<file path="src/rtl/register_pipe.sv">
`default_nettype none
// +--------------------------------------------------------------------------+
// | register_pipe: DEPTH-stage elastic valid/ready pipeline with flush/count |
// | rev 1.0                                                                  |
// +--------------------------------------------------------------------------+
module register_pipe #(
  parameter int               WIDTH     = 8,
  parameter int               DEPTH     = 4,
  parameter logic [WIDTH-1:0] RESET_VAL = '0
) (
  input  logic                         clk,
  input  logic                         rst_n,
  input  logic                         flush,
  input  logic                         in_valid,
  output logic                         in_ready,
  input  logic [WIDTH-1:0]             in_data,
  output logic                         out_valid,
  input  logic                         out_ready,
  output logic [WIDTH-1:0]             out_data,
  output logic [$clog2(DEPTH+1)-1:0]   count
);

  localparam int CW = $clog2(DEPTH+1);

  logic [DEPTH-1:0] v_q, v_d;
  logic [DEPTH-1:0] mv;
  logic [WIDTH-1:0] d_q [DEPTH];
  logic [WIDTH-1:0] d_d [DEPTH];
  logic [CW-1:0]    count_q, count_d;
  logic             in_xfer, out_xfer;

  // A stage moves when it is valid and some stage below it is empty or the
  // consumer takes the last word; built top-down so mv has no self-loop.
  always_comb begin
    logic all_full;
    all_full = 1'b1;
    mv       = '0;
    for (int k = DEPTH - 1; k >= 0; k--) begin
      mv[k]    = v_q[k] & (out_ready | !all_full);
      all_full = all_full & v_q[k];
    end
  end

  assign in_ready  = !flush & (!v_q[0] | mv[0]);
  assign out_valid = v_q[DEPTH-1] & !flush;
  assign in_xfer   = in_valid & in_ready;
  assign out_xfer  = out_valid & out_ready;
  assign out_data  = d_q[DEPTH-1];
  assign count     = count_q;

  always_comb begin
    v_d     = v_q;
    d_d     = d_q;
    count_d = count_q;

    for (int k = 1; k < DEPTH; k++) begin
      if (mv[k-1]) begin
        d_d[k] = d_q[k-1];
        v_d[k] = 1'b1;
      end else if (mv[k]) begin
        v_d[k] = 1'b0;
      end
    end

    if (in_xfer) begin
      d_d[0] = in_data;
      v_d[0] = 1'b1;
    end else if (mv[0]) begin
      v_d[0] = 1'b0;
    end

    if (in_xfer && !out_xfer) begin
      count_d = count_q + CW'(1);
    end else if (out_xfer && !in_xfer) begin
      count_d = count_q - CW'(1);
    end

    // Flush drops valids only; data registers keep their contents.
    if (flush) begin
      v_d     = '0;
      d_d     = d_q;
      count_d = '0;
    end
  end

  always_ff @(posedge clk) begin
    if (!rst_n) begin
      v_q     <= '0;
      count_q <= '0;
      for (int k = 0; k < DEPTH; k++) begin
        d_q[k] <= RESET_VAL;
      end
    end else begin
      v_q     <= v_d;
      count_q <= count_d;
      d_q     <= d_d;
    end
  end

endmodule
`default_nettype wire

</file>
<file path="config.mk">
export PLATFORM = sky130hd
export DESIGN_NAME = register_pipe
export DESIGN_NICKNAME = d
export VERILOG_FILES = /design/src/rtl/register_pipe.sv
export SDC_FILE = /design/constraint.sdc
export NUM_CORES = 1
export LEC_CHECK = 0
export ABC_AREA = 1
export ABC_CLOCK_PERIOD_IN_PS = 1950
export CAP_MARGIN = 10
export CORE_AREA = 8 8 75 77
export CTS_BUF_LIST = sky130_fd_sc_hd__clkbuf_8
export DETAILED_ROUTE_END_ITERATION = 8
export DIE_AREA = 0 0 83 85
export SETUP_SLACK_MARGIN = 0.5
export SLEW_MARGIN = 20
export SYNTH_ARGS = -nofsm -noshare
export SYNTH_HDL_FRONTEND = slang
export SYNTH_SLANG_ARGS = --single-unit
</file>
<file path="constraint.sdc">
create_clock -name clk -period 1.95 [get_ports clk]
set_input_delay 0.39 -clock clk [delete_from_list [all_inputs] [get_ports clk]]
set_output_delay 0.39 -clock clk [all_outputs]
set_load 0.005 [all_outputs]
</file>
==> results of run 1 <==
==> metal layers <==
layer | up-vias | part of all wire | global-route usage
met3 | 5 | 0.052 | 0.0431
met1 | 577 | 0.48 | 0.117
met5 | - | 0 | 0
li1 | 770 | - | -
met2 | 30 | 0.45 | 0.159
met4 | 0 | 0.019 | 0.0479
==> flip-flops by register name, indices dropped and copies added (netlist names) <==
signal,cells
out_data,8
v_q,4
count,3
d_q,24
==> critical path, stage by stage (launching register included) <==
cell and delay, ns:
sky130_fd_sc_hd__dfxtp_2 0.34, sky130_fd_sc_hd__nand2_2 0.07, sky130_fd_sc_hd__nor2_4 0.11, sky130_fd_sc_hd__nand3_4 0.09, sky130_fd_sc_hd__nand3_4 0.07, sky130_fd_sc_hd__inv_2 0.04
sky130_fd_sc_hd__ha_4 0.15, sky130_fd_sc_hd__inv_4 0.05, sky130_fd_sc_hd__fa_2 0.18, sky130_fd_sc_hd__nor2_1 0.04, sky130_fd_sc_hd__nor2_1 0.08, sky130_fd_sc_hd__nand2_1 0.07
sky130_fd_sc_hd__or2_4 0.23, sky130_fd_sc_hd__a21oi_2 0.10
==> per-stage QoR <==
| step | utilization | hold slack (ns) | instances | setup TNS, ns |
|---|---|---|---|---|
| after global placement | 0.455 | 0.445 | 305 | -0.790 |
| after CTS | 0.483 | 0.461 | 319 | 0 |
| final | 0.493 | 0.460 | 322 | 0 |
| after global routing | 0.493 | 0.479 | 322 | 0 |
| after detailed placement | 0.455 | 0.450 | 305 | -0.888 |
| after floorplan | - | 0.436 | 224 | 0 |
==> logic make-up after synthesis <==
family	count (synthesis)	synth area share
buf+inv	48	0.130
simple gates	104	0.299
compound gates	30	0.0888
fa+ha+maj	2	0.0191
xor+xnor	1	0.00514
flops	39	0.458
==> Yosys cell counts <==
| library cell | number | area, µm² |
|---|---|---|
| sky130_fd_sc_hd__nor2_1 | 47 | 176 |
| sky130_fd_sc_hd__dfxtp_1 | 39 | 781 |
| sky130_fd_sc_hd__inv_1 | 33 | 124 |
| sky130_fd_sc_hd__nand2_1 | 31 | 116 |
| sky130_fd_sc_hd__o21ai_0 | 16 | 80.1 |
| sky130_fd_sc_hd__a21oi_1 | 13 | 65.1 |
| sky130_fd_sc_hd__buf_4 | 9 | 67.6 |
| sky130_fd_sc_hd__nand3_1 | 8 | 40.0 |
| sky130_fd_sc_hd__nand4_1 | 8 | 50.1 |
| sky130_fd_sc_hd__inv_2 | 3 | 11.3 |
| sky130_fd_sc_hd__nand3_4 | 3 | 52.6 |
| sky130_fd_sc_hd__clkbuf_1 | 2 | 7.51 |
| sky130_fd_sc_hd__nand2_4 | 2 | 22.5 |
| sky130_fd_sc_hd__nor2_4 | 2 | 22.5 |
| sky130_fd_sc_hd__a31oi_1 | 1 | 6.26 |
| sky130_fd_sc_hd__buf_6 | 1 | 11.3 |
| sky130_fd_sc_hd__fa_1 | 1 | 20.0 |
| sky130_fd_sc_hd__ha_1 | 1 | 12.5 |
| sky130_fd_sc_hd__nand2_2 | 1 | 6.26 |
| sky130_fd_sc_hd__nor3_4 | 1 | 16.3 |
| sky130_fd_sc_hd__or2_2 | 1 | 6.26 |
| sky130_fd_sc_hd__xor2_1 | 1 | 8.76 |
==> area by class of cell <==
cell class | instances | area share
flip-flops and latches | 39 | 0.351
clock inverters | 3 | 0.00672
inverters | 36 | 0.0616
clock buffers | 5 | 0.0308
well taps | 54 | 0.0302
repair buffers | 48 | 0.185
multi-input cells | 137 | 0.335
==> power by group <==
group | total, mW | switching, mW | internal (mW)
Combinational | 0.144 | 0.0715 | 0.0728
Sequential | 0.823 | 0.00956 | 0.813
Clock | 0.519 | 0.275 | 0.245
==> what timing repair did <==
action,4_1_cts,5_1_grt
endpoints found under the hold margin,0,0
setup endpoints to repair,16,6
gates resized for setup,22,10
setup buffers,6,3
pin swaps,8,3
==> path summary, 6_finish.rpt <==
kind                start       end  cells after the start
hold reg to reg   d_q[16]   d_q[16]                      2
hold / removal    d_q[16]   d_q[16]                      2
setup / recovery   v_q[2]  count[2]                     13
setup reg to reg   v_q[2]  count[2]                     13
==> summary.txt, run 1 <==
Place
  – Placer Congestion: roughly 0.76
  – Detailed placement HPWL: 2330 µm
  – DP Worst Slack: -0.343 ns
  – IO buf count: 25
  – Area of placed instances: 0.00207 mm²

Floorplanning
  – Area enclosed by the die boundary: 0.00706 mm²
  – Top-level port count: 26
  – Overall die width: 83 µm
  – Chip height: 85 µm
  – Number of rows created at floorplan: 25
  – Initial Util: 0.376
  – Area of the placeable core: 0.00454 mm²

Clock network
  – Clock root buffer: sky130_fd_sc_hd__clkbuf_8
  – H-tree depth: 2
  – Number of buffers inserted by hold repair at cts: 0
  – Clock buffer count from CTS: 5
  – Clock latency at the later pin of the worst-skew pair: 0.29 ns
  – Clock Sink Count: 39
  – Clock slew at reported path FFs: 0.08 ns
  – Clock buffer depth: 2
  – TritonCTS clock tree: built

Global route
  – Number of antenna violations at the first check in global routing: 0
  – Number of global-route vias before repair: 1370
  – Global-route wire length before repair: about 6000 µm
  – Aggregate global-route resource usage: 0.102
  – Maximum number of pins on one net before global-route repair: 13
  – Total gr overflow: 0

Setup path
  – Highest fanout seen on the critical path: 2
  – Data required time at the worst endpoint: 2.18 ns
  – Register-to-register path setup slack: 0.26 ns
  – Worst Path Arrival: 1.92 ns
  – Setup CP Type: flip-flop to flip-flop
  – Category of the worst setup path capture point: flip-flop
  – Kind of launch point of the worst setup path: flip-flop

Synth
  – Mapped Area: 0.00170 mm²
  – Post-synthesis register bit count: 39
  – Post-synthesis instance total: 224
  – Avg Synthesized Cell Area: about 7.6 µm²
  – Sequential element share of the synthesized area: 0.458
  – Distinct cell type count after synthesis: 22
  – Yosys warns: 0
  – Number of nets in the synthesized netlist: 239

STA
  – Setup slack of the critical path after layout: 0.261 ns
  – Number of setup violations in the final report: 0
  – Final worst clock skew: between 0.004 and 0.005 ns
  – Final slew viol count: 0
  – Final cycle utilization of the critical path: 0.866
  – Highest Clock Rate: around 0.6 GHz
  – Post-route minimum period: 1.69 ns
  – RSZ-0062 raised after global routing: yes
  – Max transition margin: 0.755
  – Number of failing hold endpoints at the final stage: 0
  – Actual slew at the worst max-slew pin: 0.367 ns

Cells and area
  – Synthesis-to-layout area growth: 31.2%
  – N_diodes: 0
  – Most frequent cells in the layout: sky130_fd_sc_hd__nor2_1 (46), sky130_fd_sc_hd__dfxtp_1 (35), sky130_fd_sc_hd__inv_1 (31)
  – Number of inserted filler cells in the final layout: 464
  – Layout cells sized above 1: 0.228
  – Sequential cell area: approximately 790 µm²
  – Final design instance area without fill: 0.00224 mm²
  – Multi-input gate area: 748 µm²
  – Nets@finish: about 280
  – Most common cell after layout, fill and taps aside: sky130_fd_sc_hd__nor2_1

Status
  – Outcome: complete, no violations

Job
  – Max capacitance violation total: 0

Routing
  – Average wire per standard cell: 10.2 µm
  – Total routed wirelength: 3290 µm
  – Residual DRC: 0
  – First drt pass iteration count: 4
  – Post-DRT Antenna Nets: 0
  – Via density per instance: 4.29
  – Number of vias in the routed layout: 1382
  – Initial DRC count: 39

Hold path
  – Kind of path behind the tightest hold check: flip-flop to flip-flop

Power and ir drop
  – Leakage: 1.04 nW
  – Maximum resistive drop on vdd: between 0.3 and 0.4 mV
  – Power density over cell area: 665 mW/mm²
  – Overall power consumption: 1.49 mW
No activity file was read; power rests on OpenSTA's default activity.
==> run 2, diff against run 1 <==
--- a/config.mk
+++ b/config.mk
@@ -8,10 +8,11 @@
 export ABC_AREA = 1
 export ABC_CLOCK_PERIOD_IN_PS = 1950
 export CAP_MARGIN = 10
-export CORE_AREA = 8 8 75 77
+export CORE_AREA = 3 3 70 72
 export CTS_BUF_LIST = sky130_fd_sc_hd__clkbuf_8
 export DETAILED_ROUTE_END_ITERATION = 8
-export DIE_AREA = 0 0 83 85
+export DIE_AREA = 0 0 73 75
+export HOLD_SLACK_MARGIN = 0.05
 export SETUP_SLACK_MARGIN = 0.5
 export SLEW_MARGIN = 20
 export SYNTH_ARGS = -nofsm -noshare
==> run 2 against run 1 <==
  * Cell count is 1.2% lower
  * Fmax is 0.38% higher
  * Combinational power hardly changed
  * Global-route usage rose by 3.7 points
  * Critical path type is now primary input to flip-flop
  * Highest routed layer unchanged
  * Wire length decreased by 5.1%
  * Count of clock-buffer cells in the layout stayed put
  * Via count fell by 0.87%
  * Critical endpoint unchanged
==> summary.txt, run 2 (same netlist as run 1, synthesis figures left out) <==
STA
  – Final worst clock skew: 0.00466 ns (was 0.00464 ns)
  – Max transition margin: 0.762 (was 0.755)
  – Final slew viol count: 0 (unchanged)
  – Actual slew at the worst max-slew pin: 0.357 ns (was 0.367 ns)
  – Post-route minimum period: 1.68 ns (was 1.69 ns)
  – Setup slack of the critical path after layout: 0.268 ns (was 0.261 ns)
  – Number of failing hold endpoints at the final stage: 0 (unchanged)
  – Final cycle utilization of the critical path: 0.863 (was 0.866)
  – Highest Clock Rate: 0.594 GHz (was 0.592 GHz)
  – Number of setup violations in the final report: 0 (unchanged)
  – RSZ-0062 raised after global routing: yes (unchanged)

Cells and area
  – Layout cells sized above 1: 0.218 (was 0.228)
  – Number of inserted filler cells in the final layout: 472 (was 464)
  – N_diodes: 0 (unchanged)
  – Biggest register: d_q (unchanged)
  – Post-layout instance count excluding filler cells: 318 (was 322)
  – Nets@finish: 280 (was 282)
  – Number of flip-flops under the largest register name: 24 (unchanged)
  – Synthesis-to-layout area growth: 29.7% (was 31.2%)
  – Most frequent cells in the layout: sky130_fd_sc_hd__nor2_1 (46), sky130_fd_sc_hd__dfxtp_1 (33), sky130_fd_sc_hd__inv_1 (32) (was sky130_fd_sc_hd__nor2_1 (46), sky130_fd_sc_hd__dfxtp_1 (35), sky130_fd_sc_hd__inv_1 (31))
  – Most common cell after layout, fill and taps aside: sky130_fd_sc_hd__nor2_1 (unchanged)

Setup path
  – Setup CP Type: primary input to flip-flop (was flip-flop to flip-flop)
  – Delay of the slowest cell on the worst path: 0.27 ns (was 0.34 ns)
  – Category of the worst setup path capture point: flip-flop (unchanged)
  – Kind of launch point of the worst setup path: primary input (was flip-flop)
  – Highest-delay cell along the critical path: sky130_fd_sc_hd__dlygate4sd2_1 (was sky130_fd_sc_hd__dfxtp_2)
  – FF-to-FF path depth: 14 (was 13)
  – Data required time at the worst endpoint: 2.18 ns (about the same)
  – Highest fanout seen on the critical path: 2 (unchanged)
  – Cell chain of the critical path: dlygate4sd2_1 -> nor2_4 -> nand3_4 -> nand3_4 -> inv_2 -> ha_4 -> inv_4 -> fa_2 -> nor2_1 -> nor2_1 -> nand2_1 -> or2_4 -> a21oi_2 (was nand2_2 -> nor2_4 -> nand3_4 -> nand3_4 -> inv_2 -> ha_4 -> inv_4 -> fa_2 -> nor2_1 -> nor2_1 -> nand2_1 -> or2_4 -> a21oi_2)
  – Worst Path Arrival: 1.91 ns (was 1.92 ns)

Power and ir drop
  – Power density over cell area: 673 mW/mm² (was 665 mW/mm²)
  – Net switching share of the total power: 0.240 (was 0.239)
  – Maximum resistive drop on vdd: 0.293 mV (was 0.315 mV)
  – Share of total power in combinational logic: 0.097 (about the same)
  – Leakage: 1.02 nW (was 1.04 nW)
  – Switching power: 0.357 mW (was 0.356 mW)
  – Relative contribution of the clock network to total power: 0.350 (was 0.349)
  – Internal power of the cells: 1.13 mW (about the same)
  – Sequential fraction of design power: 0.553 (was 0.554)

Global route
  – Number of antenna violations at the first check in global routing: 0 (unchanged)
  – Aggregate global-route resource usage: 0.139 (was 0.102)
  – Number of global-route vias before repair: 1309 (was 1370)
  – Global-route wire length before repair: 5780 µm (was 6040 µm)
  – Maximum number of pins on one net before global-route repair: 13 (unchanged)
  – Total gr overflow: 0 (unchanged)

Job
  – Max capacitance violation total: 0 (unchanged)

Clock network
  – Clock root buffer: sky130_fd_sc_hd__clkbuf_8 (unchanged)
  – H-tree depth: 2 (unchanged)
  – Clock latency at the later pin of the worst-skew pair: 0.29 ns (about the same)
  – TritonCTS clock tree: built (unchanged)
  – Clock buffer depth: 2 (unchanged)
  – Clock buffer count from CTS: 5 (unchanged)
  – Clock Sink Count: 39 (unchanged)
  – Clock slew at reported path FFs: 0.07 ns (was 0.08 ns)
  – Number of buffers inserted by hold repair at cts: 0 (unchanged)

Floorplanning
  – Number of rows created at floorplan: 24 (was 25)
  – Overall die width: 73 µm (was 83 µm)
  – Initial Util: 0.391 (was 0.376)
  – Area of the placeable core: 0.00435 mm² (was 0.00454 mm²)
  – Area enclosed by the die boundary: 0.00548 mm² (was 0.00706 mm²)
  – Top-level port count: 26 (unchanged)
  – Chip height: 75 µm (was 85 µm)

Status
  – Outcome: complete, no violations (unchanged)

Routing
  – Average wire per standard cell: 9.81 µm (was 10.2 µm)
  – Post-DRT Antenna Nets: 0 (unchanged)
  – First drt pass iteration count: 4 (unchanged)
  – Number of vias in the routed layout: 1370 (was 1382)
  – Residual DRC: 0 (unchanged)
  – Initial DRC count: 42 (was 39)
  – Total routed wirelength: 3120 µm (was 3290 µm)
  – Via density per instance: 4.31 (was 4.29)

Place
  – DP Worst Slack: -0.315 ns (was -0.343 ns)
  – Placed cell count: 303 (was 305)
  – IO buf count: 25 (unchanged)
  – Detailed placement HPWL: 2250 µm (was 2330 µm)
  – Placer Congestion: 0.733 (was 0.765)

Hold path
  – Kind of path behind the tightest hold check: flip-flop to flip-flop (unchanged)
  – Number of cells on the worst hold path: 2 (unchanged)
[run 2: worst paths after layout]
path,slack [ns],from,to
worst max-delay path,0.27,out_ready,count[2]
worst min-delay path,0.47,d_q[20],d_q[20]
worst max register to register,0.27,v_q[2],count[2]
worst min register to register,0.47,d_q[20],d_q[20]
[run 2: layout make-up]
class                   instances  area, µm²  share of cell area
multi-input cells             137        737               0.333
well taps                      52       65.1              0.0294
clock buffers                   5       68.8              0.0311
flip-flops and latches         39        788               0.357
repair buffers                 46        398               0.180
inverters                      36        138              0.0623
clock inverters                 3       16.3             0.00736
[run 2: per-stage QoR]
step / cell area, µm² / hold slack [ns] / TNS (ns) / utilization / total power, mW
2_1_floorplan: 1730 / 0.436 / 0 / - / 0.918
3_3_place_gp: 2060 / 0.447 / -0.722 / 0.474 / 0.979
3_5_place_dp: 2060 / 0.454 / -0.782 / 0.474 / 0.980
4_1_cts: 2190 / 0.465 / 0 / 0.502 / 1.51
5_1_grt: 2210 / 0.481 / 0 / 0.508 / 1.57
6_report: 2210 / 0.465 / 0 / 0.508 / 1.49
[run 2: repair_timing]
action,4_1_cts,5_1_grt
resized for setup,25,4
gates cloned,0,0
setup endpoints to repair,24,6
pin swaps,8,3
setup buffers,5,2
[run 2: layer usage]
| layer | wire length (µm) | up-vias | share of wire | track usage |
|---|---|---|---|---|
| li1 | - | 770 | - | - |
| met2 | 1390 | 27 | 0.45 | 0.215 |
| met4 | 75 | 0 | 0.024 | 0.0799 |
| met1 | 1510 | 567 | 0.48 | 0.169 |
| met5 | 0 | - | 0 | 0 |
| met3 | 143 | 6 | 0.046 | 0.0454 |
[run 2: worst max-delay path, delay by kind of cell]
kind                     cells  cell delay [ns]
AND/OR/NAND/NOR              7             0.72
AO/OA/AOI/OAI                1             0.10
adder cells (fa/ha/maj)      2             0.33
buffers and inverters        3             0.36
[run 2: power by group through the flow]
stage,registers (mW),clock network [mW],logic [mW]
floorplan,0.840,0,0.0783
global placement,0.841,0,0.138
detailed placement,0.841,0,0.139
CTS,0.823,0.548,0.142
global route,0.824,0.581,0.167
finish,0.823,0.521,0.144
==> run 3, diff against run 2 <==
--- a/config.mk
+++ b/config.mk
@@ -12,7 +12,9 @@
 export CTS_BUF_LIST = sky130_fd_sc_hd__clkbuf_8
 export DETAILED_ROUTE_END_ITERATION = 8
 export DIE_AREA = 0 0 73 75
+export DONT_BUFFER_PORTS = 1
 export HOLD_SLACK_MARGIN = 0.05
+export RECOVER_POWER = 25
 export SETUP_SLACK_MARGIN = 0.5
 export SLEW_MARGIN = 20
 export SYNTH_ARGS = -nofsm -noshare
==> run 3 against run 2 <==
  * Core utilization is 7.4 points lower
  * First-iteration DRC count down 36%
  * Wire length decreased by 6.1%
  * Critical path depth unchanged
  * Sequential power hardly changed
  * Clock skew up 0.0045 ns
  * Global-route usage is 1.6 points lower
  * Cell count is 11% lower
  * Worst setup slack got worse by 0.036 ns
  * Sequential share of layout area is 5.8 points higher
  * Count of clock-buffer cells in the layout did not move
==> summary.txt, run 3 (same netlist as run 1, synthesis figures left out) <==
STA
  – Highest Clock Rate: 0.582 GHz (was 0.594 GHz)
  – Actual slew at the worst max-slew pin: 0.350 ns (was 0.357 ns)
  – Max transition margin: 0.766 (was 0.762)
  – Final slew viol count: 0 (unchanged)
  – Setup slack of the critical path after layout: 0.232 ns (was 0.268 ns)
  – Number of failing hold endpoints at the final stage: 0 (unchanged)
  – Final cycle utilization of the critical path: 0.881 (was 0.863)
  – Total Neg Setup Slack: 0 ns (unchanged)
  – RSZ-0062 raised after global routing: yes (unchanged)
  – Number of setup violations in the final report: 0 (unchanged)
  – Final worst clock skew: 0.00918 ns (was 0.00466 ns)
  – Post-route minimum period: 1.72 ns (was 1.68 ns)

Setup path
  – Reg-to-Reg End: count[2] (unchanged)
  – Highest fanout seen on the critical path: 2 (unchanged)
  – Delay of the slowest cell on the worst path: 0.35 ns (was 0.27 ns)
  – Crit path max-delay family: simple AND/OR/NAND/NOR gates (unchanged)
  – Category of the worst setup path capture point: flip-flop (unchanged)
  – Start point of the critical path: v_q[3] (was out_ready)
  – Register-to-register path setup slack: 0.23 ns (was 0.27 ns)
  – Highest-delay cell along the critical path: sky130_fd_sc_hd__dfxtp_1 (was sky130_fd_sc_hd__dlygate4sd2_1)
  – Worst R2R Start: v_q[3] (was v_q[2])
  – FF-to-FF path depth: 13 (was 14)
  – Critical path buffers and inverters: 2 (was 3)
  – Setup CP Type: flip-flop to flip-flop (was primary input to flip-flop)
  – Data required time at the worst endpoint: 2.18 ns (about the same)
  – Kind of launch point of the worst setup path: flip-flop (was primary input)
  – Worst Path Arrival: 1.94 ns (was 1.91 ns)
  – Cell chain of the critical path: nand2_2 -> nor2_4 -> nand3_4 -> nand3_4 -> inv_2 -> ha_4 -> inv_4 -> fa_2 -> nor2_1 -> nor2_1 -> nand2_1 -> or2_4 -> a21oi_2 (was dlygate4sd2_1 -> nor2_4 -> nand3_4 -> nand3_4 -> inv_2 -> ha_4 -> inv_4 -> fa_2 -> nor2_1 -> nor2_1 -> nand2_1 -> or2_4 -> a21oi_2)

Cells and area
  – Post-layout instance count excluding filler cells: 282 (was 318)
  – Layout cells sized above 1: 0.157 (was 0.218)
  – Nets@finish: 244 (was 280)
  – Biggest register: d_q (unchanged)
  – Most common cell after layout, fill and taps aside: sky130_fd_sc_hd__nor2_1 (unchanged)
  – Most frequent cells in the layout: sky130_fd_sc_hd__nor2_1 (47), sky130_fd_sc_hd__dfxtp_1 (38), sky130_fd_sc_hd__inv_1 (31), sky130_fd_sc_hd__nand2_1 (31), sky130_fd_sc_hd__o21ai_0 (16) (was sky130_fd_sc_hd__nor2_1 (46), sky130_fd_sc_hd__dfxtp_1 (33), sky130_fd_sc_hd__inv_1 (32))
  – Number of flip-flops under the largest register name: 24 (unchanged)
  – N_diodes: 0 (unchanged)
  – Synthesis-to-layout area growth: 10.7% (was 29.7%)

Floorplanning
  – Chip height: 75 µm (unchanged)
  – Top-level port count: 26 (unchanged)
  – Area of the placeable core: 0.00435 mm² (unchanged)
  – Area enclosed by the die boundary: 0.00548 mm² (unchanged)
  – Initial Util: 0.391 (unchanged)
  – Overall die width: 73 µm (unchanged)
  – Number of rows created at floorplan: 24 (unchanged)

Hold path
  – Kind of path behind the tightest hold check: primary input to flip-flop (was flip-flop to flip-flop)
  – Hold Path Origin: rst_n (was d_q[20])
  – Endpoint of the worst hold path: d_q[27] (was d_q[20])
  – Number of cells on the worst hold path: 2 (unchanged)

Routing
  – Total routed wirelength: 2930 µm (was 3120 µm)
  – Number of vias in the routed layout: 1245 (was 1370)
  – Initial DRC count: 27 (was 42)
  – Average wire per standard cell: 10.4 µm (was 9.81 µm)
  – First drt pass iteration count: 4 (unchanged)
  – Post-DRT Antenna Nets: 0 (unchanged)
  – Via density per instance: 4.41 (was 4.31)
  – Residual DRC: 0 (unchanged)

Clock network
  – TritonCTS clock tree: built (unchanged)
  – Clock latency at the later pin of the worst-skew pair: 0.29 ns (about the same)
  – Clock slew at reported path FFs: 0.08 ns (was 0.07 ns)
  – Clock buffer count from CTS: 5 (unchanged)
  – H-tree depth: 2 (unchanged)
  – Clock root buffer: sky130_fd_sc_hd__clkbuf_8 (unchanged)
  – Clock buffer depth: 2 (unchanged)
  – Clock Sink Count: 39 (unchanged)

Power and ir drop
  – Maximum resistive drop on vdd: 0.359 mV (was 0.293 mV)
  – Power density over cell area: 833 mW/mm² (was 673 mW/mm²)
  – Overall power consumption: 1.57 mW (was 1.49 mW)
  – Leakage: 0.815 nW (was 1.02 nW)

Global route
  – Maximum number of pins on one net before global-route repair: 27 (was 13)
  – Total gr overflow: 0 (unchanged)
  – Aggregate global-route resource usage: 0.123 (was 0.139)
  – Number of global-route vias before repair: 1188 (was 1309)
  – Global-route wire length before repair: 5150 µm (was 5780 µm)
  – Number of antenna violations at the first check in global routing: 0 (unchanged)

Place
  – Detailed placement HPWL: 2080 µm (was 2250 µm)
  – IO buf count: 0 (was 25)
  – Placer Congestion: 0.762 (was 0.733)
  – Placed cell count: 270 (was 303)
  – DP Worst Slack: 0.187 ns (was -0.315 ns)

Status
  – Outcome: complete, no violations (unchanged)

Job
  – Max capacitance violation total: 0 (unchanged)
==> run 3: stage by stage <==
stage,hold slack (ns),instance area [µm²],util
6_report,0.222,1890,0.433
5_1_grt,0.214,1890,0.433
3_5_place_dp,0.452,1750,0.403
4_1_cts,0.215,1890,0.434
2_1_floorplan,0.436,1730,-
3_3_place_gp,0.447,1750,0.403
==> run 3: metal layers <==
metal,vias up,GRT usage,share of wire
li1,697,-,-
met1,514,0.153,0.50
met2,30,0.189,0.43
met3,4,0.0387,0.041
met4,0,0.0676,0.020
met5,-,0,0
==> run 3: timing repair <==
item / in CTS / in global routing
endpoints found under the hold margin: 0 / 0
endpoints found under the setup margin: 3 / 3
hold buffers: 0 / 0
gates resized for setup: 1 / 0
buffers inserted: 3 / 1
pin swaps: 7 / 0
==> run 3: worst max-delay path by stage <==
stage / end / cells after the start
final: count[2] / 13
after floorplan: count[2] / 13
after global routing: count[2] / 13
after CTS: count[2] / 13
after global placement: count[2] / 13
after detailed placement: count[2] / 13
==> run 3: power breakdown <==
part	internal, mW	switching, mW
clock	0.381	0.281
sequential	0.813	0.0110
combinational	0.0384	0.0489
==> run 3: final cells by class <==
| type | instances | area [µm²] |
|---|---|---|
| clock buffers | 5 | 68.8 |
| inverters | 36 | 138 |
| flip-flops and latches | 39 | 782 |
| fillers | 458 | 2470 |
| well taps | 52 | 65.1 |
| clock inverters | 3 | 43.8 |
| multi-input cells | 137 | 718 |
| repair buffers | 10 | 71.3 |
